$ cat config.mk
export PLATFORM = sky130hd
export DESIGN_NAME = bram_controller_flat
export DESIGN_NICKNAME = d
export VERILOG_FILES = /design/src/rtl/bram_controller_if.sv /design/src/rtl/bram_controller.sv /design/src/flat_wrapper.sv
export SDC_FILE = /design/constraint.sdc
export NUM_CORES = 1
export LEC_CHECK = 0
export ABC_AREA = 0
export BUFFER_PORTS_ARGS = -buffer_cell sky130_fd_sc_hd__clkbuf_2
export CAP_MARGIN = 20
export CORE_AREA = 2 2 105 107
export CTS_CLUSTER_DIAMETER = 50
export DETAILED_ROUTE_END_ITERATION = 6
export DIE_AREA = 0 0 107 109
export PLACE_DENSITY_LB_ADDON = 0.05
export SETUP_SLACK_MARGIN = 0.02
export SYNTH_ARGS = -nofsm -noshare
export SYNTH_HDL_FRONTEND = slang
export SYNTH_SLANG_ARGS = --single-unit
$ cat constraint.sdc
create_clock -name s_axi_aclk -period 1.8 [get_ports s_axi_aclk]
set_clock_uncertainty 0.15 [all_clocks]
set_input_delay 0.09 -clock s_axi_aclk [delete_from_list [all_inputs] [get_ports s_axi_aclk]]
set_output_delay 0.09 -clock s_axi_aclk [all_outputs]
set_load 0.05 [all_outputs]
$ cat src/rtl/bram_controller_if.sv
// rtl/bram_controller_if.sv - AXI4-Lite slave bus bundle for bram_controller
//
// Carries the five AXI4-Lite channels (AW, W, B, AR, R).
//   master modport: driven by the bus initiator (addresses, data, valids, bready/rready)
//   slave  modport: driven by bram_controller (readies, responses, read data)
// awprot/arprot are carried for completeness.

interface bram_controller_if #(
    parameter int ADDR_WIDTH = 16,
    parameter int DATA_WIDTH = 32
);
    logic [ADDR_WIDTH-1:0]   s_axi_awaddr;
    logic [2:0]              s_axi_awprot;
    logic                    s_axi_awvalid;
    logic                    s_axi_awready;

    logic [DATA_WIDTH-1:0]   s_axi_wdata;
    logic [DATA_WIDTH/8-1:0] s_axi_wstrb;
    logic                    s_axi_wvalid;
    logic                    s_axi_wready;

    logic [1:0]              s_axi_bresp;
    logic                    s_axi_bvalid;
    logic                    s_axi_bready;

    logic [ADDR_WIDTH-1:0]   s_axi_araddr;
    logic [2:0]              s_axi_arprot;
    logic                    s_axi_arvalid;
    logic                    s_axi_arready;

    logic [DATA_WIDTH-1:0]   s_axi_rdata;
    logic [1:0]              s_axi_rresp;
    logic                    s_axi_rvalid;
    logic                    s_axi_rready;

    modport master (
        output s_axi_awaddr, s_axi_awprot, s_axi_awvalid,
        input  s_axi_awready,
        output s_axi_wdata, s_axi_wstrb, s_axi_wvalid,
        input  s_axi_wready,
        input  s_axi_bresp, s_axi_bvalid,
        output s_axi_bready,
        output s_axi_araddr, s_axi_arprot, s_axi_arvalid,
        input  s_axi_arready,
        input  s_axi_rdata, s_axi_rresp, s_axi_rvalid,
        output s_axi_rready
    );

    modport slave (
        input  s_axi_awaddr, s_axi_awprot, s_axi_awvalid,
        output s_axi_awready,
        input  s_axi_wdata, s_axi_wstrb, s_axi_wvalid,
        output s_axi_wready,
        output s_axi_bresp, s_axi_bvalid,
        input  s_axi_bready,
        input  s_axi_araddr, s_axi_arprot, s_axi_arvalid,
        output s_axi_arready,
        output s_axi_rdata, s_axi_rresp, s_axi_rvalid,
        input  s_axi_rready
    );
endinterface

$ cat src/rtl/bram_controller.sv
// rtl/bram_controller.sv - AXI4-Lite slave to single-port BRAM bridge
//
// Ports:
//   s_axi_aclk, s_axi_aresetn : clock, asynchronous active-low reset
//   s_axi                     : AXI4-Lite slave bus (bram_controller_if.slave)
//   bram_clk_a, bram_rst_a    : BRAM port clock (= aclk) and reset (= !aresetn)
//   bram_en_a, bram_we_a      : BRAM enable and byte write enables
//   bram_addr_a               : BRAM byte address (word aligned)
//   bram_wrdata_a             : BRAM write data
//   bram_rddata_a             : BRAM read data, one cycle after the enable
//
// Optional feature macro: BRAM_CTRL_ADDR_CHECK_EN
//   defined   : misaligned addresses skip the BRAM cycle and return SLVERR
//   undefined : low address bits are cleared and every response is OKAY

module bram_controller #(
    parameter int ADDR_WIDTH = 16,
    parameter int DATA_WIDTH = 32
) (
    input  logic                    s_axi_aclk,
    input  logic                    s_axi_aresetn,
    bram_controller_if.slave        s_axi,
    output logic                    bram_clk_a,
    output logic                    bram_rst_a,
    output logic                    bram_en_a,
    output logic [DATA_WIDTH/8-1:0] bram_we_a,
    output logic [ADDR_WIDTH-1:0]   bram_addr_a,
    output logic [DATA_WIDTH-1:0]   bram_wrdata_a,
    input  logic [DATA_WIDTH-1:0]   bram_rddata_a
);
    localparam logic [ADDR_WIDTH-1:0] LSB_MASK = {{(ADDR_WIDTH-2){1'b0}}, 2'b11};

    typedef enum logic [2:0] {
        IDLE, WR_BRAM, WR_RESP, RD_BRAM, RD_LATCH, RD_RESP
    } state_t;

    state_t                  state_q, state_d;
    logic [ADDR_WIDTH-1:0]   addr_q, addr_d;
    logic [DATA_WIDTH-1:0]   wdata_q, wdata_d;
    logic [DATA_WIDTH/8-1:0] strb_q, strb_d;
    logic [DATA_WIDTH-1:0]   rdata_q, rdata_d;
    logic                    err_q, err_d;
    logic                    wr_first_q, wr_first_d;  // round-robin: write wins a tie when set

    logic wr_req, rd_req, grant_wr, grant_rd;
    logic aw_err, ar_err;
    logic unused_prot;

    assign unused_prot = ^{s_axi.s_axi_awprot, s_axi.s_axi_arprot};

    assign wr_req   = s_axi.s_axi_awvalid && s_axi.s_axi_wvalid;
    assign rd_req   = s_axi.s_axi_arvalid;
    assign grant_wr = (state_q == IDLE) && wr_req && (wr_first_q || !rd_req);
    assign grant_rd = (state_q == IDLE) && rd_req && (!wr_first_q || !wr_req);

`ifdef BRAM_CTRL_ADDR_CHECK_EN
    assign aw_err = |(s_axi.s_axi_awaddr & LSB_MASK);
    assign ar_err = |(s_axi.s_axi_araddr & LSB_MASK);
`else
    assign aw_err = 1'b0;
    assign ar_err = 1'b0;
`endif

    always_ff @(posedge s_axi_aclk or negedge s_axi_aresetn) begin
        if (!s_axi_aresetn) begin
            state_q    <= IDLE;
            addr_q     <= '0;
            wdata_q    <= '0;
            strb_q     <= '0;
            rdata_q    <= '0;
            err_q      <= 1'b0;
            wr_first_q <= 1'b1;
        end else begin
            state_q    <= state_d;
            addr_q     <= addr_d;
            wdata_q    <= wdata_d;
            strb_q     <= strb_d;
            rdata_q    <= rdata_d;
            err_q      <= err_d;
            wr_first_q <= wr_first_d;
        end
    end

    always_comb begin
        state_d    = state_q;
        addr_d     = addr_q;
        wdata_d    = wdata_q;
        strb_d     = strb_q;
        rdata_d    = rdata_q;
        err_d      = err_q;
        wr_first_d = wr_first_q;
        case (state_q)
            IDLE: begin
                if (grant_wr) begin
                    state_d    = WR_BRAM;
                    err_d      = aw_err;
                    strb_d     = s_axi.s_axi_wstrb;
                    wr_first_d = 1'b0;
                    // A rejected access leaves the BRAM port values untouched.
                    if (!aw_err) begin
                        addr_d  = s_axi.s_axi_awaddr & ~LSB_MASK;
                        wdata_d = s_axi.s_axi_wdata;
                    end
                end else if (grant_rd) begin
                    state_d    = RD_BRAM;
                    err_d      = ar_err;
                    wr_first_d = 1'b1;
                    if (!ar_err) begin
                        addr_d = s_axi.s_axi_araddr & ~LSB_MASK;
                    end
                end
            end
            WR_BRAM:  state_d = WR_RESP;
            WR_RESP:  if (s_axi.s_axi_bready) state_d = IDLE;
            RD_BRAM:  state_d = RD_LATCH;
            RD_LATCH: begin
                // BRAM data is valid here, one cycle after the enable.
                rdata_d = err_q ? '0 : bram_rddata_a;
                state_d = RD_RESP;
            end
            RD_RESP:  if (s_axi.s_axi_rready) state_d = IDLE;
            default:  state_d = IDLE;
        endcase
    end

    // Readies are gated by reset so they stay low while reset is held.
    assign s_axi.s_axi_awready = grant_wr && s_axi_aresetn;
    assign s_axi.s_axi_wready  = grant_wr && s_axi_aresetn;
    assign s_axi.s_axi_arready = grant_rd && s_axi_aresetn;
    assign s_axi.s_axi_bvalid  = (state_q == WR_RESP);
    assign s_axi.s_axi_bresp   = ((state_q == WR_RESP) && err_q) ? 2'b10 : 2'b00;
    assign s_axi.s_axi_rvalid  = (state_q == RD_RESP);
    assign s_axi.s_axi_rresp   = ((state_q == RD_RESP) && err_q) ? 2'b10 : 2'b00;
    assign s_axi.s_axi_rdata   = rdata_q;

    assign bram_clk_a    = s_axi_aclk;
    assign bram_rst_a    = !s_axi_aresetn;
    assign bram_en_a     = ((state_q == WR_BRAM) || (state_q == RD_BRAM)) && !err_q;
    assign bram_we_a     = ((state_q == WR_BRAM) && !err_q) ? strb_q : '0;
    assign bram_addr_a   = addr_q;
    assign bram_wrdata_a = wdata_q;
endmodule

$ cat src/flat_wrapper.sv
// flat-port wrapper written by rule: the top's interface ports become plain ports
module bram_controller_flat 
#(
    parameter int ADDR_WIDTH = 16,
    parameter int DATA_WIDTH = 32
)
  (s_axi_aclk, s_axi_aresetn, bram_clk_a, bram_rst_a, bram_en_a, bram_we_a, bram_addr_a, bram_wrdata_a, bram_rddata_a, s_axi_s_axi_awaddr, s_axi_s_axi_awprot, s_axi_s_axi_awvalid, s_axi_s_axi_awready, s_axi_s_axi_wdata, s_axi_s_axi_wstrb, s_axi_s_axi_wvalid, s_axi_s_axi_wready, s_axi_s_axi_bresp, s_axi_s_axi_bvalid, s_axi_s_axi_bready, s_axi_s_axi_araddr, s_axi_s_axi_arprot, s_axi_s_axi_arvalid, s_axi_s_axi_arready, s_axi_s_axi_rdata, s_axi_s_axi_rresp, s_axi_s_axi_rvalid, s_axi_s_axi_rready);
  bram_controller_if #(.ADDR_WIDTH(ADDR_WIDTH), .DATA_WIDTH(DATA_WIDTH)) s_axi_i ();
  input  logic s_axi_aclk;
  input  logic s_axi_aresetn;
  output logic bram_clk_a;
  output logic bram_rst_a;
  output logic bram_en_a;
  output logic [DATA_WIDTH/8-1:0] bram_we_a;
  output logic [ADDR_WIDTH-1:0] bram_addr_a;
  output logic [DATA_WIDTH-1:0] bram_wrdata_a;
  input  logic [DATA_WIDTH-1:0] bram_rddata_a;
  input wire logic [$bits(s_axi_i.s_axi_awaddr)-1:0] s_axi_s_axi_awaddr;
  input wire logic [$bits(s_axi_i.s_axi_awprot)-1:0] s_axi_s_axi_awprot;
  input wire logic [$bits(s_axi_i.s_axi_awvalid)-1:0] s_axi_s_axi_awvalid;
  output wire logic [$bits(s_axi_i.s_axi_awready)-1:0] s_axi_s_axi_awready;
  input wire logic [$bits(s_axi_i.s_axi_wdata)-1:0] s_axi_s_axi_wdata;
  input wire logic [$bits(s_axi_i.s_axi_wstrb)-1:0] s_axi_s_axi_wstrb;
  input wire logic [$bits(s_axi_i.s_axi_wvalid)-1:0] s_axi_s_axi_wvalid;
  output wire logic [$bits(s_axi_i.s_axi_wready)-1:0] s_axi_s_axi_wready;
  output wire logic [$bits(s_axi_i.s_axi_bresp)-1:0] s_axi_s_axi_bresp;
  output wire logic [$bits(s_axi_i.s_axi_bvalid)-1:0] s_axi_s_axi_bvalid;
  input wire logic [$bits(s_axi_i.s_axi_bready)-1:0] s_axi_s_axi_bready;
  input wire logic [$bits(s_axi_i.s_axi_araddr)-1:0] s_axi_s_axi_araddr;
  input wire logic [$bits(s_axi_i.s_axi_arprot)-1:0] s_axi_s_axi_arprot;
  input wire logic [$bits(s_axi_i.s_axi_arvalid)-1:0] s_axi_s_axi_arvalid;
  output wire logic [$bits(s_axi_i.s_axi_arready)-1:0] s_axi_s_axi_arready;
  output wire logic [$bits(s_axi_i.s_axi_rdata)-1:0] s_axi_s_axi_rdata;
  output wire logic [$bits(s_axi_i.s_axi_rresp)-1:0] s_axi_s_axi_rresp;
  output wire logic [$bits(s_axi_i.s_axi_rvalid)-1:0] s_axi_s_axi_rvalid;
  input wire logic [$bits(s_axi_i.s_axi_rready)-1:0] s_axi_s_axi_rready;
  assign s_axi_i.s_axi_awaddr = s_axi_s_axi_awaddr;
  assign s_axi_i.s_axi_awprot = s_axi_s_axi_awprot;
  assign s_axi_i.s_axi_awvalid = s_axi_s_axi_awvalid;
  assign s_axi_s_axi_awready = s_axi_i.s_axi_awready;
  assign s_axi_i.s_axi_wdata = s_axi_s_axi_wdata;
  assign s_axi_i.s_axi_wstrb = s_axi_s_axi_wstrb;
  assign s_axi_i.s_axi_wvalid = s_axi_s_axi_wvalid;
  assign s_axi_s_axi_wready = s_axi_i.s_axi_wready;
  assign s_axi_s_axi_bresp = s_axi_i.s_axi_bresp;
  assign s_axi_s_axi_bvalid = s_axi_i.s_axi_bvalid;
  assign s_axi_i.s_axi_bready = s_axi_s_axi_bready;
  assign s_axi_i.s_axi_araddr = s_axi_s_axi_araddr;
  assign s_axi_i.s_axi_arprot = s_axi_s_axi_arprot;
  assign s_axi_i.s_axi_arvalid = s_axi_s_axi_arvalid;
  assign s_axi_s_axi_arready = s_axi_i.s_axi_arready;
  assign s_axi_s_axi_rdata = s_axi_i.s_axi_rdata;
  assign s_axi_s_axi_rresp = s_axi_i.s_axi_rresp;
  assign s_axi_s_axi_rvalid = s_axi_i.s_axi_rvalid;
  assign s_axi_i.s_axi_rready = s_axi_s_axi_rready;
  bram_controller #(.ADDR_WIDTH(ADDR_WIDTH), .DATA_WIDTH(DATA_WIDTH)) u_core (.s_axi_aclk(s_axi_aclk), .s_axi_aresetn(s_axi_aresetn), .s_axi(s_axi_i), .bram_clk_a(bram_clk_a), .bram_rst_a(bram_rst_a), .bram_en_a(bram_en_a), .bram_we_a(bram_we_a), .bram_addr_a(bram_addr_a), .bram_wrdata_a(bram_wrdata_a), .bram_rddata_a(bram_rddata_a));
endmodule
==> reports/qor.yml, run 1 <==
netlist_area_um2: 3600
crit_start: "u_core.state_q[2]$_DFFE_PN0P_"
post_dp_cell_area_um2: 4870
period_share_pct: 101
drt-total-wl_mm: 10.5
crit_path_end: "s_axi_s_axi_awready"
rrSetupSlack_ns: 0.01
synth_area_leader_cell: "dfrtp_1"
root_buffer: "clkbuf_8"
synth-edff-count: 0
irDropWorstVdd_v: 0.00105
synthToLayoutAreaGrowth_pct: 74.4
ys_warn_count: 0
clk_pin_slew_ns: 0.08
end_kind: "output pin"
cts_buffers: 9
synth.area.top_cells: "dfrtp_1 59%, mux2_2 12%, mux2_1 9.4%"
rsz0062_at_grt: "true"
antenna_found_initial: 0
grt_pass1_vias: 3345
syn_avg_cell_area_um2: 13.2
die_area_um2: 11700
worst_pin_slew_ns: 0.648
remaining_drc_errors: 0
layout.cells.non_filler: 720
setup_slack_ns: -0.0163
criticalPathCategory: "reg -> out"
gp_congestion: 0.734
drt-initial-drc-count: 101
hold_slack_ns: 0.129
vias_per_cell: 4.60
period_needed_ns: 1.82
status: "finished, violations left"
h-tree-depth: 3
hold_violations: 0
hold_path_class: "in -> reg"
cts_tree: "built"
start_util_pct: 34.0
ff2ff_path_depth: 4
die_h_um: 109
insertion_delay_ns: 0.34
nets: 688
diodes: 0
first_pass_iters: 4
violations: "negative setup slack"
grt_pass1_wl_mm: 15.8
overflow: 0
gr-usage-all-layers_pct: 17.4
cap_violations: 0
fin_tns_setup_ns: -0.0326
synth_cell_types: 30
drive_above_1_share_pct: 53.8
reg2reg_to: "u_core.strb_q[3]$_DFFE_PN0P_"
ys_seq_elements: 86
synthArstFlopShare_pct: 100
ys_seq_area_share_pct: 59.8
p_leak_nw: 3.06
row_count: 38
power.density_nw_per_um2: 1890
placed_cells: 598
cp.arrival_ns: 1.58
routedWlPerCell_um: 14.6
core_um2: 10600
finalSetupViolCount: 2
via_count: 3310
relSlewSlack_pct: 56.8
synthFlopType: "dfrtp_1"
report.final.slew_viol_count: 0
fp.dieW_um: 107
place_ws_ns: 0.0422
fin_area_um2: 6290
grt_max_degree: 53
clockBufferDepth: 2
synth.top_cell.area_share_pct: 59.0
portBuffers: 192
r2r_start: "u_core.wr_first_q$_DFFE_PN1P_"
startpoint_type: "register"
final_util_pct: 59.3
io_pins: 209
required_ns: 1.56
hpwl_mm: 6.55
path_max_fanout: 2
synthCells: 272
power.total_mw: 11.9
fmax_mhz: 551
detail-route-antenna-nets: 0
==> report_power, final <==
part	total, mW	switching, mW	internal (mW)
sequential	3.46	0.540	2.92
clock	1.39	0.783	0.603
combinational	7.05	4.73	2.32
total	11.9	6.05	5.84
==> synth_stat cells (2+ instances only) <==
cell type / number
buf_6: 4
o21ai_0: 16
a31oi_1: 14
buf_4: 8
nand3_1: 14
and2_1: 5
dfrtp_1: 85
mux2_2: 38
nand2_1: 5
buf_2: 6
mux2_1: 30
nand2b_1: 2
a21oi_1: 16
and2_0: 2
nor2b_1: 3
nor2_1: 3
clkbuf_1: 8
==> worst max-delay path: stages, from the launching register on <==
cell      delay [ns]
dfrtp_1         0.42
nor3_4          0.21
buf_6           0.13
nand2_4         0.05
nor3_4          0.18
clkbuf_8        0.23
==> layout make-up <==
class	count	area [um^2]
fill	885	4320
timing repair buffer	313	2310
sequential	86	2160
multi-input combinational	163	1450
tap	140	175
clock buffer	12	159
clock inverter	5	30.0
inverter	1	3.75
==> routing by layer <==
| layer | track usage [%] | wire [um] | vias to the layer above |
|---|---|---|---|
| li1 | - | - | 1556 |
| met1 | 20.6 | 4350 | 1579 |
| met2 | 30.2 | 5270 | 152 |
| met3 | 4.42 | 643 | 23 |
| met4 | 7.14 | 235 | 0 |
| met5 | 0 | 0 | - |
==> logic make-up after synthesis <==
kind of cell	Yosys count	share of synthesized area [%]
other	1	0.104
AND/OR/NAND/NOR	39	6.08
buffers and inverters	28	5.10
flip-flops	86	59.8
multiplexers	68	21.2
AO/OA/AOI/OAI	50	7.71
==> worst min-delay path by stage <==
stage,startpoint,to,slack [ns],cells after the start
after floorplan,s_axi_aresetn,u_core.bram_addr_a[10]$_DFFE_PN0P_,-0.36,0
after global placement,s_axi_aresetn,u_core.bram_wrdata_a[12]$_DFFE_PN0P_,0.1,2
after detailed placement,s_axi_aresetn,u_core.bram_wrdata_a[12]$_DFFE_PN0P_,0.09,2
after CTS,s_axi_s_axi_wvalid,u_core.bram_addr_a[3]$_DFFE_PN0P_,0.11,4
after global routing,s_axi_s_axi_wvalid,u_core.bram_addr_a[3]$_DFFE_PN0P_,0.15,4
final,s_axi_s_axi_wvalid,u_core.state_q[0]$_DFFE_PN0P_,0.13,4
==> timing repair <==
item                                    4_1_cts  5_1_grt
hold buffers                                100        0
endpoints found under the hold margin       171        0
gates resized for setup                      30        9
pin swaps                                     3        1
gates cloned                                  0        2
setup buffers                                 3        1
endpoints found under the setup margin        7       62
==> placed cells by master (no fill, tap or decap), types with 6 or more instances in the layout <==
cell type      instances
clkbuf_2             184
clkbuf_16              7
a31oi_1               14
mux2_4                29
dlygate4sd3_1        100
clkbuf_8              11
dfrtp_1               83
conb_1                 6
o21ai_0               15
buf_4                 16
mux2_2                38
a21oi_1               16
nand3_1               14
==> sequential cells by signal, summed over array words and instances (netlist names) <==
name                      flops
u_core.strb_q                 4
u_core.state_q                3
u_core.bram_addr_a           14
u_core.bram_wrdata_a         32
u_core.s_axi.s_axi_rdata     32
u_core.wr_first_q             1
Power figures use the tool's default switching activity.
==> run 2, diff against run 1 <==
--- a/config.mk
+++ b/config.mk
@@ -8,3 +8,3 @@
 export ABC_AREA = 0
-export BUFFER_PORTS_ARGS = -buffer_cell sky130_fd_sc_hd__clkbuf_2
+export BUFFER_PORTS_ARGS = -buffer_cell sky130_fd_sc_hd__buf_2
 export CAP_MARGIN = 20
==> constraint.sdc (replaced) <==
create_clock -name s_axi_aclk -period 1.8 [get_ports s_axi_aclk]
set_clock_uncertainty 0.15 [all_clocks]
set_input_delay 0.36 -clock s_axi_aclk [delete_from_list [all_inputs] [get_ports s_axi_aclk]]
set_output_delay 0.36 -clock s_axi_aclk [all_outputs]
set_load 0.05 [all_outputs]
==> run 2 against run 1 <==
Effect of this change:
- the run still ends with negative setup slack left
- cell count increased by 0.83%
- global-route usage increased by 1.0 points
- worst hold slack got worse by 0.11 ns
- die area unchanged
- sequential share of layout area decreased by 2.5 points
- non-clock buffer count increased by 5
- register-to-register slack got worse by 0.24 ns
- setup slack got worse by 0.28 ns
- via count increased by 0.79%
- wire length increased by 9.1%
- critical endpoint unchanged
==> reports/qor.yml, run 2 (synthesis results as in run 1) <==
grt_max_degree: 87
report.final.slew_viol_count: 0
drt-initial-drc-count: 105
final_util_pct: 63.9
grt_pass1_vias: 3339
fp.dieW_um: 107
io_pins: 209
remaining_drc_errors: 0
portBuffers: 192
criticalPathCategory: "reg -> out"
placed_cells: 602
top_layer_used: "met4"
cp.arrival_ns: 1.58
period_share_pct: 116
insertion_delay_ns: 0.45
drt-met1-wl_mm: 4.85
irDropWorstVdd_v: 0.00125
hold_violations: 0
final_cell_mix: "180 x buf_2, 87 x dlygate4sd3_1, 84 x dfrtp_1"
status: "finished, violations left"
die_h_um: 109
rsz0062_at_grt: "true"
dr_wl_met2_mm: 5.73
antenna_found_initial: 0
end_kind: "output pin"
cap_violations: 0
period_needed_ns: 2.09
finalSetupViolCount: 78
startpoint_type: "register"
die_area_um2: 11700
violations: "negative setup slack"
dr_wl_met3_um: 661
layout_commonest_cell: "buf_2"
vias_per_cell: 4.60
overflow: 0
hold_path_class: "in -> reg"
drive_above_1_share_pct: 58.9
power.density_nw_per_um2: 1960
routedWlPerCell_um: 15.8
diodes: 0
drt-total-wl_mm: 11.4
fmax_mhz: 478
first_pass_iters: 4
gp_congestion: 0.743
path_max_fanout: 3
start_util_pct: 34.0
cts_tree: "built"
setup_slack_ns: -0.294
core_um2: 10600
grt_pass1_wl_mm: 16.2
p_leak_nw: 3.25
row_count: 38
synthToLayoutAreaGrowth_pct: 88.0
clk_pin_slew_ns: 0.09
hpwl_mm: 6.47
layout.cells.non_filler: 726
via_count: 3336
fill_cells: 822
nets: 695
required_ns: 1.29
gr-usage-all-layers_pct: 18.4
detail-route-antenna-nets: 0
run 2: power by group:
group          total, mW  leakage, nW  internal [mW]  switching [mW]
clock               1.65        0.124          0.832           0.817
sequential          3.46         1.02           2.92           0.538
combinational       8.16         2.11           3.11            5.05
total               13.3         3.25           6.86            6.41
run 2: final cells by class:
class | count | area [um^2] | area share (%)
sequential | 86 | 2150 | 31.8
tap | 140 | 175 | 2.59
inverter | 1 | 3.75 | 0.0554
clock buffer | 13 | 180 | 2.66
multi-input combinational | 163 | 1760 | 26.0
timing repair buffer | 318 | 2440 | 36.0
clock inverter | 5 | 57.6 | 0.850
run 2: what timing repair did:
item	in CTS	in global routing
setup endpoints to repair	47	93
endpoints found under the hold margin	168	0
cloned	3	4
pin swaps	6	3
hold buffers	87	0
resized for setup	63	60
buffers inserted	14	6
run 2: through the flow:
| step | worst slack (ns) | power [mW] | setup TNS (ns) | instance area, um^2 | hold slack, ns |
|---|---|---|---|---|---|
| after floorplan | -0.482 | 8.68 | -4.76 | 3780 | -0.0856 |
| after global placement | -0.108 | 10.2 | -2.65 | 4910 | 0.318 |
| after detailed placement | -0.116 | 10.2 | -2.63 | 4910 | 0.334 |
| after global routing | -0.380 | 13.9 | -14.17 | 6770 | 0.0133 |
| final | -0.294 | 13.3 | -8.55 | 6770 | 0.0189 |
| after CTS | -0.337 | 12.5 | -12.80 | 6400 | 0.000322 |
run 2: worst max-delay path: stages, from the launching register on:
cell,delay [ns]
dfrtp_1,0.42
nor3_4,0.26
nand2_4,0.08
nor3_4,0.18
buf_6,0.19
run 2: final timing paths:
path | start | endpoint | slack, ns | cells past startpoint
setup / recovery | u_core.state_q[1]$_DFFE_PN0P_ | s_axi_s_axi_awready | -0.29 | 4
hold / removal | s_axi_s_axi_araddr[13] | u_core.bram_addr_a[13]$_DFFE_PN0P_ | 0.02 | 3
setup reg to reg | u_core.state_q[1]$_DFFE_PN0P_ | u_core.bram_wrdata_a[25]$_DFFE_PN0P_ | -0.23 | 7
hold reg to reg | u_core.bram_wrdata_a[29]$_DFFE_PN0P_ | u_core.bram_wrdata_a[29]$_DFFE_PN0P_ | 0.36 | 1
max in group asynchronous | s_axi_aresetn | u_core.wr_first_q$_DFFE_PN1P_ | 0.67 | 3
min in group asynchronous | s_axi_aresetn | u_core.bram_wrdata_a[12]$_DFFE_PN0P_ | 0.46 | 3
run 2: per-layer routing:
metal | global-route usage (%) | vias up
met4 | 9.46 | 0
met5 | 0 | -
met1 | 21.8 | 1639
met3 | 5.02 | 12
li1 | - | 1571
met2 | 30.8 | 114
